--- src/rtl/text_lcd_pkg.sv ---
// Shared definitions for the HD44780-style text LCD driver: controller states,
// command bytes and per-state step counts.
package text_lcd_pkg;

   typedef enum logic [2:0] {
      ST_DELAY        = 3'd0,
      ST_FUNCTION_SET = 3'd1,
      ST_DISP_ONOFF   = 3'd2,
      ST_ENTRY_MODE   = 3'd3,
      ST_CLEAR_DISP   = 3'd4,
      ST_LINE1        = 3'd5,
      ST_LINE2        = 3'd6,
      ST_DELAY_T      = 3'd7
   } state_e;

   localparam logic [7:0] CMD_FUNCTION_SET = 8'h38;
   localparam logic [7:0] CMD_DISP_ONOFF   = 8'h0C;
   localparam logic [7:0] CMD_ENTRY_MODE   = 8'h06;
   localparam logic [7:0] CMD_CLEAR        = 8'h01;
   localparam logic [7:0] CMD_LINE1        = 8'h80;
   localparam logic [7:0] CMD_LINE2        = 8'hC0;
   localparam logic [7:0] ASCII_SPACE      = 8'h20;

   function automatic logic [7:0] hex_ascii(input logic [3:0] n);
      if (n < 4'd10) return 8'h30 + {4'd0, n};
      return 8'h37 + {4'd0, n};   // 'A' - 10
   endfunction

   // Index of the final step spent in each state.
   function automatic logic [4:0] last_step(input state_e s);
      case (s)
         ST_DELAY:                  return 5'd7;
         ST_CLEAR_DISP, ST_DELAY_T: return 5'd3;
         ST_LINE1, ST_LINE2:        return 5'd16;
         default:                   return 5'd0;
      endcase
   endfunction

endpackage

--- src/rtl/text_lcd_prescaler.sv ---
// Step timebase: a wrapping 0..STEP_CYCLES-1 counter, its end-of-step pulse and
// the E-strobe window evaluated on the count the register is about to take.
module text_lcd_prescaler #(
   parameter int STEP_CYCLES = 20
) (
   input  logic clk_i,
   input  logic rst_ni,
   output logic step_end_o,
   output logic win_next_o
);

   localparam int              CW   = $clog2(STEP_CYCLES);
   localparam logic [CW-1:0]   LAST = CW'(STEP_CYCLES - 1);
   localparam logic [CW-1:0]   LO   = CW'(STEP_CYCLES / 4);
   localparam logic [CW-1:0]   HI   = CW'((3 * STEP_CYCLES) / 4);

   logic [CW-1:0] cnt_q, cnt_d;

   assign step_end_o = (cnt_q == LAST);
   assign cnt_d      = step_end_o ? '0 : cnt_q + CW'(1);
   // Look-ahead lets the parent register lcd_enb in phase with cnt_q.
   assign win_next_o = (cnt_d >= LO) && (cnt_d < HI);

   always_ff @(posedge clk_i or negedge rst_ni) begin
      if (!rst_ni) cnt_q <= '0;
      else         cnt_q <= cnt_d;
   end

endmodule

--- src/rtl/text_lcd.sv ---
// Text LCD driver: one-time controller init, then an endless two-line refresh
// showing SRC/DST address nibbles and the payload nibble in hex.
module text_lcd
   import text_lcd_pkg::*;
#(
   parameter int STEP_CYCLES = 20
) (
   input  logic       clk,
   input  logic       rst,
   input  logic [7:0] payload_in,
   input  logic [7:0] addr_in,
   output logic       lcd_enb,
   output logic       lcd_rs,
   output logic       lcd_rw,
   output logic [7:0] lcd_data
);

   state_e     state_q, state_d;
   logic [4:0] counter_q, counter_d;
   logic [7:0] addr_q, addr_d, pay_q, pay_d;
   logic       enb_q, enb_d, rs_q, rs_d;
   logic [7:0] data_q, data_d;
   logic       step_end, win_next, strobe;
   logic [3:0] char_idx;

   function automatic logic [7:0] line1_char(input logic [3:0] i, input logic [7:0] a);
      case (i)
         4'd0:    return "S";
         4'd1:    return "R";
         4'd2:    return "C";
         4'd3:    return ":";
         4'd4:    return hex_ascii(a[3:0]);
         4'd6:    return "D";
         4'd7:    return "S";
         4'd8:    return "T";
         4'd9:    return ":";
         4'd10:   return hex_ascii(a[7:4]);
         default: return ASCII_SPACE;
      endcase
   endfunction

   function automatic logic [7:0] line2_char(input logic [3:0] i, input logic [7:0] p);
      case (i)
         4'd0:    return "P";
         4'd1:    return "A";
         4'd2:    return "Y";
         4'd3:    return "L";
         4'd4:    return "O";
         4'd5:    return "A";
         4'd6:    return "D";
         4'd7:    return ":";
         4'd8:    return hex_ascii(p[3:0]);
         default: return ASCII_SPACE;
      endcase
   endfunction

   text_lcd_prescaler #(.STEP_CYCLES(STEP_CYCLES)) u_presc (
      .clk_i      (clk),
      .rst_ni     (rst),
      .step_end_o (step_end),
      .win_next_o (win_next)
   );

   always_comb begin
      state_d   = state_q;
      counter_d = counter_q;
      if (step_end) begin
         if (counter_q == last_step(state_q)) begin
            counter_d = '0;
            case (state_q)
               ST_DELAY:        state_d = ST_FUNCTION_SET;
               ST_FUNCTION_SET: state_d = ST_DISP_ONOFF;
               ST_DISP_ONOFF:   state_d = ST_ENTRY_MODE;
               ST_ENTRY_MODE:   state_d = ST_CLEAR_DISP;
               ST_CLEAR_DISP:   state_d = ST_LINE1;
               ST_LINE1:        state_d = ST_LINE2;
               ST_LINE2:        state_d = ST_DELAY_T;
               ST_DELAY_T:      state_d = ST_LINE1;
               default:         state_d = ST_DELAY;
            endcase
         end else begin
            counter_d = counter_q + 5'd1;
         end
      end
   end

   // Inputs are frozen once per refresh so a pass never mixes old and new values.
   always_comb begin
      addr_d = addr_q;
      pay_d  = pay_q;
      if (state_d == ST_LINE1 && state_q != ST_LINE1) begin
         addr_d = addr_in;
         pay_d  = payload_in;
      end
   end

   // Output bytes are decoded for the step being entered so they are registered.
   always_comb begin
      strobe   = 1'b0;
      rs_d     = 1'b0;
      data_d   = 8'h00;
      char_idx = counter_d[3:0] - 4'd1;
      case (state_d)
         ST_FUNCTION_SET: begin strobe = 1'b1; data_d = CMD_FUNCTION_SET; end
         ST_DISP_ONOFF:   begin strobe = 1'b1; data_d = CMD_DISP_ONOFF;   end
         ST_ENTRY_MODE:   begin strobe = 1'b1; data_d = CMD_ENTRY_MODE;   end
         ST_CLEAR_DISP: begin
            if (counter_d == 5'd0) begin
               strobe = 1'b1;
               data_d = CMD_CLEAR;
            end
         end
         ST_LINE1: begin
            strobe = 1'b1;
            if (counter_d == 5'd0) data_d = CMD_LINE1;
            else begin rs_d = 1'b1; data_d = line1_char(char_idx, addr_q); end
         end
         ST_LINE2: begin
            strobe = 1'b1;
            if (counter_d == 5'd0) data_d = CMD_LINE2;
            else begin rs_d = 1'b1; data_d = line2_char(char_idx, pay_q); end
         end
         default: ;
      endcase
      enb_d = strobe & win_next;
   end

   always_ff @(posedge clk or negedge rst) begin
      if (!rst) begin
         state_q   <= ST_DELAY;
         counter_q <= '0;
         addr_q    <= '0;
         pay_q     <= '0;
         enb_q     <= 1'b0;
         rs_q      <= 1'b0;
         data_q    <= '0;
      end else begin
         state_q   <= state_d;
         counter_q <= counter_d;
         addr_q    <= addr_d;
         pay_q     <= pay_d;
         enb_q     <= enb_d;
         rs_q      <= rs_d;
         data_q    <= data_d;
      end
   end

   assign lcd_enb  = enb_q;
   assign lcd_rs   = rs_q;
   assign lcd_rw   = 1'b0;
   assign lcd_data = data_q;

endmodule

--- config.mk ---
export PLATFORM = sky130hd
export DESIGN_NAME = text_lcd
export DESIGN_NICKNAME = d
export VERILOG_FILES = /design/src/rtl/text_lcd_pkg.sv /design/src/rtl/text_lcd_prescaler.sv /design/src/rtl/text_lcd.sv
export SDC_FILE = /design/constraint.sdc
export NUM_CORES = 1
export LEC_CHECK = 0
export CAP_MARGIN = 5
export CORE_UTILIZATION = 62
export DETAILED_ROUTE_END_ITERATION = 6
export GPL_ROUTABILITY_DRIVEN = 0
export GPL_TIMING_DRIVEN = 0
export HOLD_SLACK_MARGIN = 0.05
export PLACE_DENSITY = 0.95
export SYNTH_ARGS = -nofsm -noshare
export SYNTH_HDL_FRONTEND = slang
export SYNTH_HIERARCHICAL = 1
export SYNTH_SLANG_ARGS = --single-unit
--- constraint.sdc ---
create_clock -name clk -period 9.4 [get_ports clk]
set_input_delay 0.94 -clock clk [delete_from_list [all_inputs] [get_ports clk]]
set_output_delay 0.94 -clock clk [all_outputs]
set_load 0.05 [all_outputs]
==> results of run 1 <==
## cell usage in the layout (no fill, tap or decap), drive strengths merged, types with 3 or more instances in the layout
master / netlist / routed
a211oi: 11 / 11
a21boi: 3 / 3
a21o: 4 / 4
a21oi: 17 / 17
a31oi: 3 / 3
buf: 12 / 13
clkbuf: 3 / 9
clkdlybuf4s50: 0 / 22
dfrtp: 35 / 35
ha: 15 / 15
inv: 18 / 18
mux2: 14 / 14
nand2: 25 / 25
nand2b: 4 / 4
nand3: 8 / 8
nand4: 6 / 6
nor2: 25 / 25
nor2b: 6 / 6
nor3: 9 / 9
o211ai: 4 / 4
o21ai: 24 / 24
o221ai: 6 / 6
o22ai: 3 / 3
o31ai: 3 / 3
xnor2: 10 / 10
## power by group through the flow
| stage | Sequential, mW | Combinational [mW] | Clock (mW) |
|---|---|---|---|
| 5_1_grt | 0.157 | 0.0228 | 0.116 |
| 3_3_place_gp | 0.159 | 0.0198 | 0 |
| 2_1_floorplan | 0.158 | 0.0104 | 0 |
| 4_1_cts | 0.156 | 0.0206 | 0.110 |
| 3_5_place_dp | 0.159 | 0.0205 | 0 |
| 6_report | 0.157 | 0.0203 | 0.108 |
## registers in the layout, summed over array words and instances (netlist names)
name           cells
state_q            3
lcd_data           8
addr_q             8
counter_q          5
u_presc/cnt_q      5
lcd_enb            1
pay_q              4
lcd_rs             1
## how the worst min path moves through the flow
stage,startpoint,endpoint,slack [ns],cells past startpoint
after floorplan,pay_q[0],pay_q[0],0.48,1
after global placement,addr_q[4],addr_q[4],0.49,1
after detailed placement,addr_q[0],addr_q[0],0.50,1
after CTS,addr_q[0],addr_q[0],0.51,1
after global routing,addr_q[0],addr_q[0],0.53,1
final,addr_q[0],addr_q[0],0.51,1
## kinds of logic after synthesis
family,Yosys count
adders and majority gates,15
AOI/OAI and AO/OA,104
DFF,35
xor gates and xnor gates,12
buffers and inverters,34
muxes,16
and+or+nand+nor,98
other,1
## cells in the mapped netlist (all sizes together), types with 3 or more instances
master  instances
a21boi          3
nor3            9
nor2           25
o31ai           3
xnor2          10
nor2b           6
a211oi         11
nand2          25
nand3           8
mux2           14
o211ai          4
ha             15
o21ai          24
nand2b          4
dfrtp          35
o221ai          6
a21oi          17
a21o            4
o22ai           3
nand4           6
inv            18
buf            12
clkbuf          3
a31oi           3
## metal layers
metal | vias to the layer above | wire (microns)
li1 | 1223 | -
met1 | 1208 | 2710
met2 | 181 | 3301
met3 | 61 | 660
met4 | 0 | 366
met5 | - | 0
## stage by stage
step | cell area [sq um] | hold slack, ns | cells
2_1_floorplan | 2805 | 0.4793 | 315
3_3_place_gp | 3100 | 0.4896 | 390
3_5_place_dp | 3095 | 0.4977 | 390
4_1_cts | 3181 | 0.5139 | 398
5_1_grt | 3181 | 0.5271 | 398
6_report | 3181 | 0.5111 | 398
## area by class of cell
type                            count  area, sq um
Clock buffer                        6        72.57
Inverter                           19        72.57
Timing Repair Buffer               23        225.2
Sequential cell                    35        875.8
Tap cell                           52        65.06
Fill cell                         339         1174
Clock inverter                      2        12.51
Buffer                             15        120.1
Multi-Input combinational cell    246         1737
==> run metrics, run 1 <==
setup ws final 5.248 ns; synth top area cells dfrtp_1 (31%), ha_1 (6.7%), mux2_2 (5.6%), o21ai_0 (4.1%), nor2_1 (3.3%); # IOs 29; Final Hold Violating Endpoints 0; clock tree root buffer cell clkbuf_8; DR WL/cell 17.68 microns; critical path depth 15; clk slew on worst S/H paths 0.07 ns; Synth cell types 71; largest family of logic cells by synthesized area compound AO/OA/AOI/OAI gates; clock tree buffer depth 2; clock skew 0.007673 ns; Routed Antenna Nets 0; post-cts resize count 0; RR Endpoint pay_q[2]; worst-skew pair later-pin latency 0.29 ns; ys async rst share 1.000; clock share of power 0.379; CTS Hold Bufs 0; Crit Path Category flop to flop; Sw Ratio 0.2439; H-Tree Depth 2; synthesized-area fraction occupied by adder cells 0.06690; Synth Area in Compound Gates 0.2676; drc violations 11; IO Port Bufs 23; crit path buf inv count 5; simple-gate share of the synthesized area 0.1824; Vias/cell 6.716; largest net degree at the start of global routing 36; Synth Flop Type dfrtp_1; number of synthesized flops with an enable pin 0; failing checks DRC; total track usage 0.3057; row count 24; YS warnings 6; sw power 69.43 uW; Worst R2R Start u_presc/cnt_q[0]; unrepaired setup endpoints after global routing no; Max stage delay on crit path 0.60 ns; XOR/XNOR share of the synthesized area 0.03747; fin crit share 0.4417; Sequential Power Share 0.550; Slew Viols, Final 0; pwr dens 89.49 nW/um^2; Core Util, Final 0.7305; CTS tree done; Max Fclk 0.2409 GHz; synthesized area per cell 8.905 sq um; Slew @ Worst Pin 0.8884 ns; peak supply drop 0.07313 mV; post-synthesis mux area share 0.06334; Worst setup endpoint pay_q[2]; CP Launch Point u_presc/cnt_q[0]; Max-Cap Viols 0; Comb pwr share 0.071; Mapped Nets 348; total number of vias 2673; R2R Setup Slk 5.25 ns; Rel. slew slack 0.3908; M1 GR Usage 0.3811; pre-CTS setup slack 5.396 ns; CP endpoint kind flop; Worst Path Arrival 4.32 ns; R2R depth 15; most used routing layer in global routing met2; Crit path max-delay family simple AND/OR/NAND/NOR gates; critical path's slowest cell nor3b_1; status finished, violations left; Nets 378; P_leak 1.344 nW; CTS buffer count 5; internal power 215.2 uW; vias in the first global route 2574; setup bufs post-CTS 0; Starting Density 0.6443; CP cell instances ha_1 -> nor3b_1 -> buf_6 -> and2b_2 -> o211a_1 -> buf_2 -> nor2_1 -> a21o_1 -> inv_1 -> ha_1 -> inv_1 -> nor2_1 -> nand2_1 -> buf_6 -> mux2_2; initial drt markers 319; die area 4798 sq um; chip height 69.27 microns; PnR Total Power 284.6 uW; critical path fanouts, max 10; area leader, netlist dfrtp_1; met2 GRT Util 0.5049; routed wire length 7038 microns; Syn Std Cell Area 2805 sq um; initial antenna violation count 0; Die W 69.27 microns; clock sinks 35; Pre-Repair DR Iteration Count 7; Hold Path Class flop to flop; final count of negative-setup-slack endpoints 0; first-pass GRT wire length 11700 microns; Yosys reg bits 35; area grow syn2layout 13.38%; post-synth top area share 0.3122; met3 Resource Use GR 0.06541; DPL Wire Length 5215 microns; share of layout cells above drive strength 1 0.1445; Tmin final 4.152 ns; Synth Instances 315; grt total ovfl 0; Critical Path RT 9.57 ns; CORE AREA 4354 sq um; Setup TNS 0 ns; Inserted Diodes 0; startpoint types flop; sequential area share after synthesis 0.3122
Power figures use the tool's default switching activity.
==> run 2: changes to the inputs <==
- CORE_UTILIZATION: 62 -> 58
- PLACE_DENSITY: 0.95 -> 0.91
- clock period: 9.4 -> 4.3 ns (I/O delays scaled with it)
==> run metrics, run 2 (synthesis gave the netlist of run 1 again) <==
status finished, final reports clean (was finished, violations left); # IOs 29 (unchanged); most frequent cells in the layout dfrtp_1 (35), nor2_1 (25), nand2_1 (24) (unchanged); fin crit share 0.9246 (was 0.4417); routed wire length 6979 microns (was 7038 microns); Final Hold Violating Endpoints 0 (unchanged); grt total ovfl 0 (unchanged); clock tree root buffer cell clkbuf_8 (unchanged); Slew Viols, Final 0 (unchanged); total number of vias 2669 (was 2673); Critical Path RT 4.48 ns (was 9.57 ns); Nets 378 (unchanged); P_leak 1.364 nW (was 1.344 nW); CORE AREA 4504 sq um (was 4354 sq um); Hold Path Class primary input to async pin (was flop to flop); Slew @ Worst Pin 0.8299 ns (was 0.8884 ns); setup ws final 0.3243 ns (was 5.248 ns); final count of negative-setup-slack endpoints 0 (unchanged); drc violations 0 (was 11); pre-CTS setup slack 0.2164 ns (was 5.396 ns); Pre-Repair DR Iteration Count 6 (was 7); unrepaired setup endpoints after global routing no (unchanged); DPL Wire Length 5044 microns (was 5215 microns); worst-skew pair later-pin latency 0.30 ns (was 0.29 ns); Rel. slew slack 0.4309 (was 0.3908); chip height 71.55 microns (was 69.27 microns); Worst Path Arrival 4.15 ns (was 4.32 ns); share of layout cells above drive strength 1 0.1503 (was 0.1445); critical path fanouts, max 10 (unchanged); commonest non-fill, non-tap cell in the layout dfrtp_1 (unchanged); vias in the first global route 2528 (was 2574); IO Port Bufs 23 (unchanged); Vias/cell 6.706 (was 6.716); CTS tree done (unchanged); Crit Path Category flop to flop (unchanged); total track usage 0.2886 (was 0.3057); Inserted Diodes 0 (unchanged); setup bufs post-CTS 0 (unchanged); largest net degree at the start of global routing 36 (unchanged); row count 24 (unchanged); clock skew 0.006169 ns (was 0.007673 ns); Tmin final 3.976 ns (was 4.152 ns); Starting Density 0.6228 (was 0.6443); post-cts resize count 0 (unchanged); CTS Hold Bufs 0 (unchanged); Core Util, Final 0.7144 (was 0.7305); clock sinks 35 (unchanged); CTS buffer count 5 (unchanged); PnR Total Power 696.3 uW (was 284.6 uW); Setup TNS 0 ns (unchanged); H-Tree Depth 2 (unchanged); pwr dens 216.4 nW/um^2 (was 89.49 nW/um^2); first-pass GRT wire length 11490 microns (was 11700 microns); Die W 71.55 microns (was 69.27 microns); Max Fclk 0.2515 GHz (was 0.2409 GHz); startpoint types flop (unchanged); final instance count without filler cells 398 (unchanged); clock tree buffer depth 2 (unchanged); area grow syn2layout 14.72% (was 13.38%); initial drt markers 358 (was 319); peak supply drop 0.1681 mV (was 0.07313 mV); CP endpoint kind flop (unchanged); Routed Antenna Nets 0 (unchanged); placed instance count 390 (unchanged); clk slew on worst S/H paths 0.07 ns (about the same); initial antenna violation count 0 (unchanged); DR WL/cell 17.54 microns (was 17.68 microns); die area 5119 sq um (was 4798 sq um); Max-Cap Viols 0 (unchanged)
## run 2: cell types whose count changed in the layout (fill, tap and decap cells not counted), sizes merged
| cell | previous run | this run |
|---|---|---|
| bufinv | 0 | 1 |
| clkinvlp | 1 | 0 |
## run 2: worst paths after layout
path,startpoint,endpoint,slack (ns),cells after the start
min in group clk,pay_q[0],pay_q[0],0.52,1
min reg2reg,pay_q[0],pay_q[0],0.52,1
min,rst,counter_q[4],0.21,1
max,u_presc/cnt_q[0],addr_q[5],0.32,15
max reg2reg,u_presc/cnt_q[0],addr_q[5],0.32,15
max in group asynchronous,rst,state_q[2],3.60,1
## run 2: cell type report
type                       instances  area, sq um
buffer                            15        120.1
clock inverter                     2        35.03
multi-input combinational        246         1742
clock buffer                       6        82.58
inverter                          19        72.57
fill                             352         1286
timing repair buffer              23        225.2
tap                               52        65.06
sequential                        35        875.8
## run 2: power by group
group | internal (mW) | switching, mW | leakage (nW)
clock | 0.188 | 0.122 | 0.0612
combinational | 0.0225 | 0.0218 | 0.856
sequential | 0.335 | 0.00718 | 0.447
total | 0.545 | 0.151 | 1.36
## run 2: worst max-delay path, cell delays in order (launching register included)
cell and delay, ns:
dfrtp_1 0.45, ha_1 0.37, nor3b_2 0.42, buf_6 0.20, and2b_2 0.22, o211a_1 0.28
buf_2 0.28, nor2_1 0.06, a21o_1 0.21, inv_1 0.09, ha_1 0.28, inv_1 0.08
nor2_1 0.24, nand2_1 0.19, buf_6 0.19, mux2_2 0.27
## run 2: per-stage QoR
stage	hold WS [ns]	area, sq um
finish	0.2129	3218
global route	0.2878	3218
CTS	0.2374	3213
detailed placement	0.5063	3095
global placement	0.4902	3100
floorplan	0.1344	2805
## run 2: per-layer routing
| layer | GRT usage | share of wire | wire (microns) |
|---|---|---|---|
| met5 | 0 | 0 | 0 |
| met4 | 0.1373 | 0.038 | 267 |
| met3 | 0.06470 | 0.086 | 600 |
| met2 | 0.4741 | 0.49 | 3442 |
| met1 | 0.3626 | 0.38 | 2668 |
